===== src/rtl/react_bcd_conv.sv =====
// -----------------------------------------------------------------------------
// react_bcd_conv
//   Result-formatting stage between the reaction-time counter and the 4-digit
//   7-seg scan driver. A binary reaction time (0.1 ms units) is saturated at
//   9999 and converted to four packed BCD digits by an iterative shift-add-3
//   engine, one bit per clock. A best (lowest) time is kept alongside. The
//   display outputs only change when a conversion completes, so the scan
//   driver never shows a half-converted value.
//
// Ports
//   i_sysclk    in   1   system clock, rising edge
//   i_rst_n     in   1   asynchronous active-low reset
//   i_start     in   1   one-cycle request to convert i_bin_in (IDLE only)
//   i_bin_in    in   W   binary reaction time
//   i_clr_best  in   1   one-cycle request to forget the best time
//   o_bcd_out   out  16  last result {thou,hund,tens,ones}
//   o_best_bcd  out  16  best (lowest) result so far
//   o_busy      out  1   conversion in progress (SHIFT and FIN)
//   o_done      out  1   one-cycle pulse in the cycle the results update
//   o_ovf       out  1   last conversion saturated at 9999
// -----------------------------------------------------------------------------
module react_bcd_conv #(
    parameter int W = 14
) (
    input  logic         i_sysclk,
    input  logic         i_rst_n,
    input  logic         i_start,
    input  logic [W-1:0] i_bin_in,
    input  logic         i_clr_best,
    output logic [15:0]  o_bcd_out,
    output logic [15:0]  o_best_bcd,
    output logic         o_busy,
    output logic         o_done,
    output logic         o_ovf
);

    localparam int           CNT_W = $clog2(W + 1);
    localparam logic [W-1:0] SAT   = W'(9999);

    typedef enum logic [1:0] {
        S_IDLE,
        S_SHIFT,
        S_FIN
    } state_t;

    state_t           r_state;
    logic [W-1:0]     r_shreg;
    logic [W-1:0]     r_valBin;
    logic [15:0]      r_scratch;
    logic [CNT_W-1:0] r_cnt;
    logic             r_ovfPend;
    logic [W-1:0]     r_bestBin;
    logic [15:0]      r_bestBcd;
    logic [15:0]      r_bcdOut;
    logic             r_busy;
    logic             r_done;
    logic             r_ovf;

    logic [15:0]      w_adj;
    logic [W-1:0]     w_effBest;

    // Add-3 correction: any digit of 5 or more would exceed 9 after doubling,
    // so it is pre-biased by 3 to carry correctly into the next nibble.
    always_comb begin
        w_adj = r_scratch;
        for (int i = 0; i < 4; i++) begin
            if (r_scratch[4*i +: 4] >= 4'd5) begin
                w_adj[4*i +: 4] = r_scratch[4*i +: 4] + 4'd3;
            end
        end
    end

    // A clear arriving together with a completion is applied first, so the
    // completing result competes against the cleared value of 9999.
    assign w_effBest = i_clr_best ? SAT : r_bestBin;

    always_ff @(posedge i_sysclk or negedge i_rst_n) begin
        if (!i_rst_n) begin
            r_state   <= S_IDLE;
            r_shreg   <= '0;
            r_valBin  <= '0;
            r_scratch <= '0;
            r_cnt     <= '0;
            r_ovfPend <= 1'b0;
            r_bestBin <= SAT;
            r_bestBcd <= 16'h9999;
            r_bcdOut  <= 16'h0000;
            r_busy    <= 1'b0;
            r_done    <= 1'b0;
            r_ovf     <= 1'b0;
        end else begin
            r_done <= 1'b0;
            if (i_clr_best) begin
                r_bestBin <= SAT;
                r_bestBcd <= 16'h9999;
            end
            case (r_state)
                S_IDLE: begin
                    if (i_start) begin
                        r_shreg   <= (i_bin_in > SAT) ? SAT : i_bin_in;
                        r_valBin  <= (i_bin_in > SAT) ? SAT : i_bin_in;
                        r_ovfPend <= (i_bin_in > SAT);
                        r_scratch <= '0;
                        r_cnt     <= '0;
                        r_busy    <= 1'b1;
                        r_state   <= S_SHIFT;
                    end
                end
                S_SHIFT: begin
                    {r_scratch, r_shreg} <= {w_adj, r_shreg} << 1;
                    r_cnt <= r_cnt + 1'b1;
                    // Raise done on the way into FIN so it is high during FIN.
                    if (r_cnt == CNT_W'(W - 1)) begin
                        r_state <= S_FIN;
                        r_done  <= 1'b1;
                    end
                end
                S_FIN: begin
                    r_bcdOut <= r_scratch;
                    r_ovf    <= r_ovfPend;
                    if (r_valBin < w_effBest) begin
                        r_bestBin <= r_valBin;
                        r_bestBcd <= r_scratch;
                    end
                    r_busy  <= 1'b0;
                    r_state <= S_IDLE;
                end
                default: begin
                    r_state <= S_IDLE;
                    r_busy  <= 1'b0;
                end
            endcase
        end
    end

    assign o_bcd_out  = r_bcdOut;
    assign o_best_bcd = r_bestBcd;
    assign o_busy     = r_busy;
    assign o_done     = r_done;
    assign o_ovf      = r_ovf;

endmodule


===== config.mk =====
export PLATFORM = sky130hd
export DESIGN_NAME = react_bcd_conv
export DESIGN_NICKNAME = d
export VERILOG_FILES = /design/src/rtl/react_bcd_conv.sv
export SDC_FILE = /design/constraint.sdc
export NUM_CORES = 1
export LEC_CHECK = 0
export ABC_AREA = 1
export BUFFER_PORTS_ARGS = -buffer_cell sky130_fd_sc_hd__buf_4
export CAP_MARGIN = 20
export CORE_ASPECT_RATIO = 0.8
export CORE_MARGIN = 4
export CORE_UTILIZATION = 25
export CTS_CLUSTER_DIAMETER = 120
export DETAILED_ROUTE_END_ITERATION = 6
export GPL_TIMING_DRIVEN = 1
export PLACE_DENSITY = 0.46
export SYNTH_ARGS = -nofsm -noshare
export SYNTH_HDL_FRONTEND = slang
export SYNTH_SLANG_ARGS = --single-unit

===== constraint.sdc =====
create_clock -name i_sysclk -period 4.6 [get_ports i_sysclk]
set_input_delay 0.23 -clock i_sysclk [delete_from_list [all_inputs] [get_ports i_sysclk]]
set_output_delay 0.23 -clock i_sysclk [all_outputs]
set_load 0.05 [all_outputs]

==> impl_metrics.toml <==
[die]
initial_core_util_pct = 25.7
fp-row-count = 44
pin_count = 53
die_w_um = 161
die_h_um = 131
core_um2 = 18300
dieArea_um2 = 21000

[worst_setup_path]
cp.required_ns = 4.84
worstReg2RegEnd = "o_best_bcd[2]"
r2r_slack_ns = 1.73
crit_arrival_ns = 3.10
crit_path_end = "o_best_bcd[2]"
critical_path_class = "reg2reg"
worst_setup_path_start_kind = "flip-flop"
critPathLaunch = "r_bestBin[3]"
critPathCaptureType = "flip-flop"
rr_startpoint = "r_bestBin[3]"
crit_fanout = 31
r2r_cells = 12

[layout]
diodes = 0
synthToLayoutAreaGrowth_pct = 20.1
utilization_pct = 30.8
stdcell_area_um2 = 5640
nets = 628
drive_gt1_share_pct = 17.6

[outcome]
status = "completed"

[clock_network]
h-tree-depth = 3
cts_tree = "yes"
clkTransAtPathRegs_ns = 0.07
clock_path_buffers = 2
cts_buffers = 9
root_buffer = "clkbuf_16"
worstSkewPairLatency_ns = 0.35
cts_sinks = 100
cts_hold_buf = 1
postCtsSetupBuffers = 0
cts_resized = 0

[synthesis]
async_reset_ff_share_pct = 100
ys_seq_elements = 100
synth-edff-count = 0
syn_area_um2 = 4690
yosysSeqAreaShare_pct = 53.7
synthCells = 543
avgSynthCellArea_um2 = 8.65
ys_warn_count = 0
synth_ff_type = "dfrtp_1"
synth_nets = 584
ys_types = 30

[drt]
finalWirelength_um = 11500
first_pass_iters = 4
viasPerCell = 4.27
drc = 0
vias = 3605
postRouteAntennaNets = 0
first_iter_violations = 258
drt-wirelength-per-cell_um = 13.7

[global_routing]
grt_usage_pct = 11.5
gr-total-overflow = 0
grt_pass1_wl_um = 19200
antenna_found_initial = 0
first_global_vias = 3655
grt_max_degree = 59

[power]
leakagePower_nw = 2.83
power.switching_w = 0.00144
p_clk_share_pct = 22.2
powerDensity_nw_per_um2 = 625
ir_worst_vdd_mv = 0.192
swShare_pct = 40.9
total_power_w = 0.00352
p_int_w = 0.00208
pwr-share-seq_pct = 40.1
combPwrFrac_pct = 37.7

[timing]
min_period_ns = 2.87
post-route-period-util_pct = 62.4
skew_ns = 0.00486
setup_viol = 0
rsz0062_at_grt = "false"
drv_slew = 0
max_clock_freq_mhz = 349
tightestPinTransition_ns = 0.945
hold_violations = 0
slew_headroom_pct = 36.8
finalSetupTns_ns = 0

[min_path]
hp-class = "in2reg"

[placed_design]
numPortBuffers = 52
gp_congestion = 0.740
place_area_um2 = 5320
place_hpwl_um = 8160

[flow_run]
drv_cap = 0
-- routing by layer --
layer  vias up  GRT usage [%]  routed length (µm)
li1       1848              -                   -
met2        56           17.9                5170
met4         0           3.81                 208
met5         -              0                   0
met3        16           2.73                 342
met1      1685           15.8                5820
-- worst min path at each step --
stage | start | endpoint | slack, ns | cells after the start
CTS | i_bin_in[3] | r_valBin[3] | 0.11 | 3
global route | i_bin_in[1] | r_shreg[1] | 0.13 | 3
global placement | i_rst_n | r_valBin[9] | 0.35 | 1
detailed placement | i_rst_n | r_valBin[9] | 0.36 | 1
finish | i_bin_in[3] | r_valBin[3] | 0.12 | 3
floorplan | i_rst_n | o_bcd_out[0] | -0.07 | 0
-- kinds of logic after synthesis --
| group | after synthesis | synth area share [%] |
|---|---|---|
| fa+ha+maj | 23 | 6.13 |
| xor+xnor | 6 | 1.12 |
| simple gates | 266 | 23.6 |
| flops | 100 | 53.7 |
| buf+inv | 71 | 6.02 |
| compound gates | 77 | 9.36 |
-- synthesized netlist by cell type (all sizes together), types with 2 or more instances --
cell	number	area [µm²]
xor2	6	52.6
o22ai	5	31.3
o211ai	2	15.0
buf	13	65.1
inv	49	184
o21ai	40	204
nand3	51	260
dfstp	16	420
clkbuf	9	33.8
a22oi	6	45.0
o32ai	2	17.5
ha	23	288
a21oi	16	80.1
nand2	166	633
nor2	36	135
dfrtp	84	2100
or2	12	75.1
-- power by group through the flow --
stage | Combinational [W] | Sequential [W] | Clock [W]
detailed placement | 0.00134 | 0.00143 | 0
finish | 0.00133 | 0.00141 | 0.000780
floorplan | 0.000760 | 0.00159 | 0
global route | 0.00152 | 0.00145 | 0.000838
CTS | 0.00135 | 0.00141 | 0.000805
global placement | 0.00132 | 0.00142 | 0
-- critical path, cell delays in order (launching register included) --
cell	delay [ns]
dfstp_2	0.52
nor2_1	0.05
ha_1	0.30
a21oi_1	0.14
nor2_1	0.05
nor2_1	0.08
nand2_1	0.06
nand2_1	0.05
nand2_1	0.06
nand2_2	0.42
nand2_1	0.72
nand2_1	0.24
nand2_1	0.06
-- through the flow --
stage | hold WS (ns) | instances | setup slack (ns)
after CTS | 0.112 | 845 | 1.64
after floorplan | -0.0656 | 543 | 2.85
after global routing | 0.128 | 845 | 1.32
final | 0.119 | 845 | 1.73
after detailed placement | 0.355 | 828 | 1.46
after global placement | 0.353 | 828 | 1.59
-- sequential cells by signal (all words and copies together), names as in the netlist --
name        flops
o_done          1
r_shreg        14
o_busy          1
r_state         2
r_cnt           4
o_ovf           1
r_valBin       14
r_ovfPend       1
r_scratch      16
o_bcd_out      16
r_bestBin      14
o_best_bcd     16
-- cell type report --
cell class                      count  area [µm²]
Timing Repair Buffer               55         415
Inverter                           49         184
Tap cell                          253         317
Clock inverter                      4        47.5
Fill cell                        1976       12600
Multi-Input combinational cell    372        1900
Clock buffer                       12         256
Sequential cell                   100        2520
-- cells in the final DEF (no fill, tap or decap) --
cell and count:
or2_2 12, nand2_4 1, clkbuf_8 2, buf_4 54, nand3_1 50, o21a_1 1
inv_2 2, a21o_1 1, a21oi_1 16, o22ai_1 5, o2111ai_1 1, o21bai_1 1
inv_1 47, nand3_2 1, ha_1 23, dfrtp_1 84, a22oi_1 6, o21ai_0 38
o21ai_2 1, a31oi_2 1, o32ai_1 2, nand4_1 1, o21ai_1 1, nor2_1 36
dlygate4sd3_1 1, bufinv_16 1, o311ai_0 1, o211ai_1 2, clkbuf_16 9, nand2_2 1
dfstp_2 16, clkbuf_1 1, nand2_1 164, clkinv_2 2, xor2_1 6, clkinvlp_4 1
Note: power is estimated with default switching activity, not from simulation.
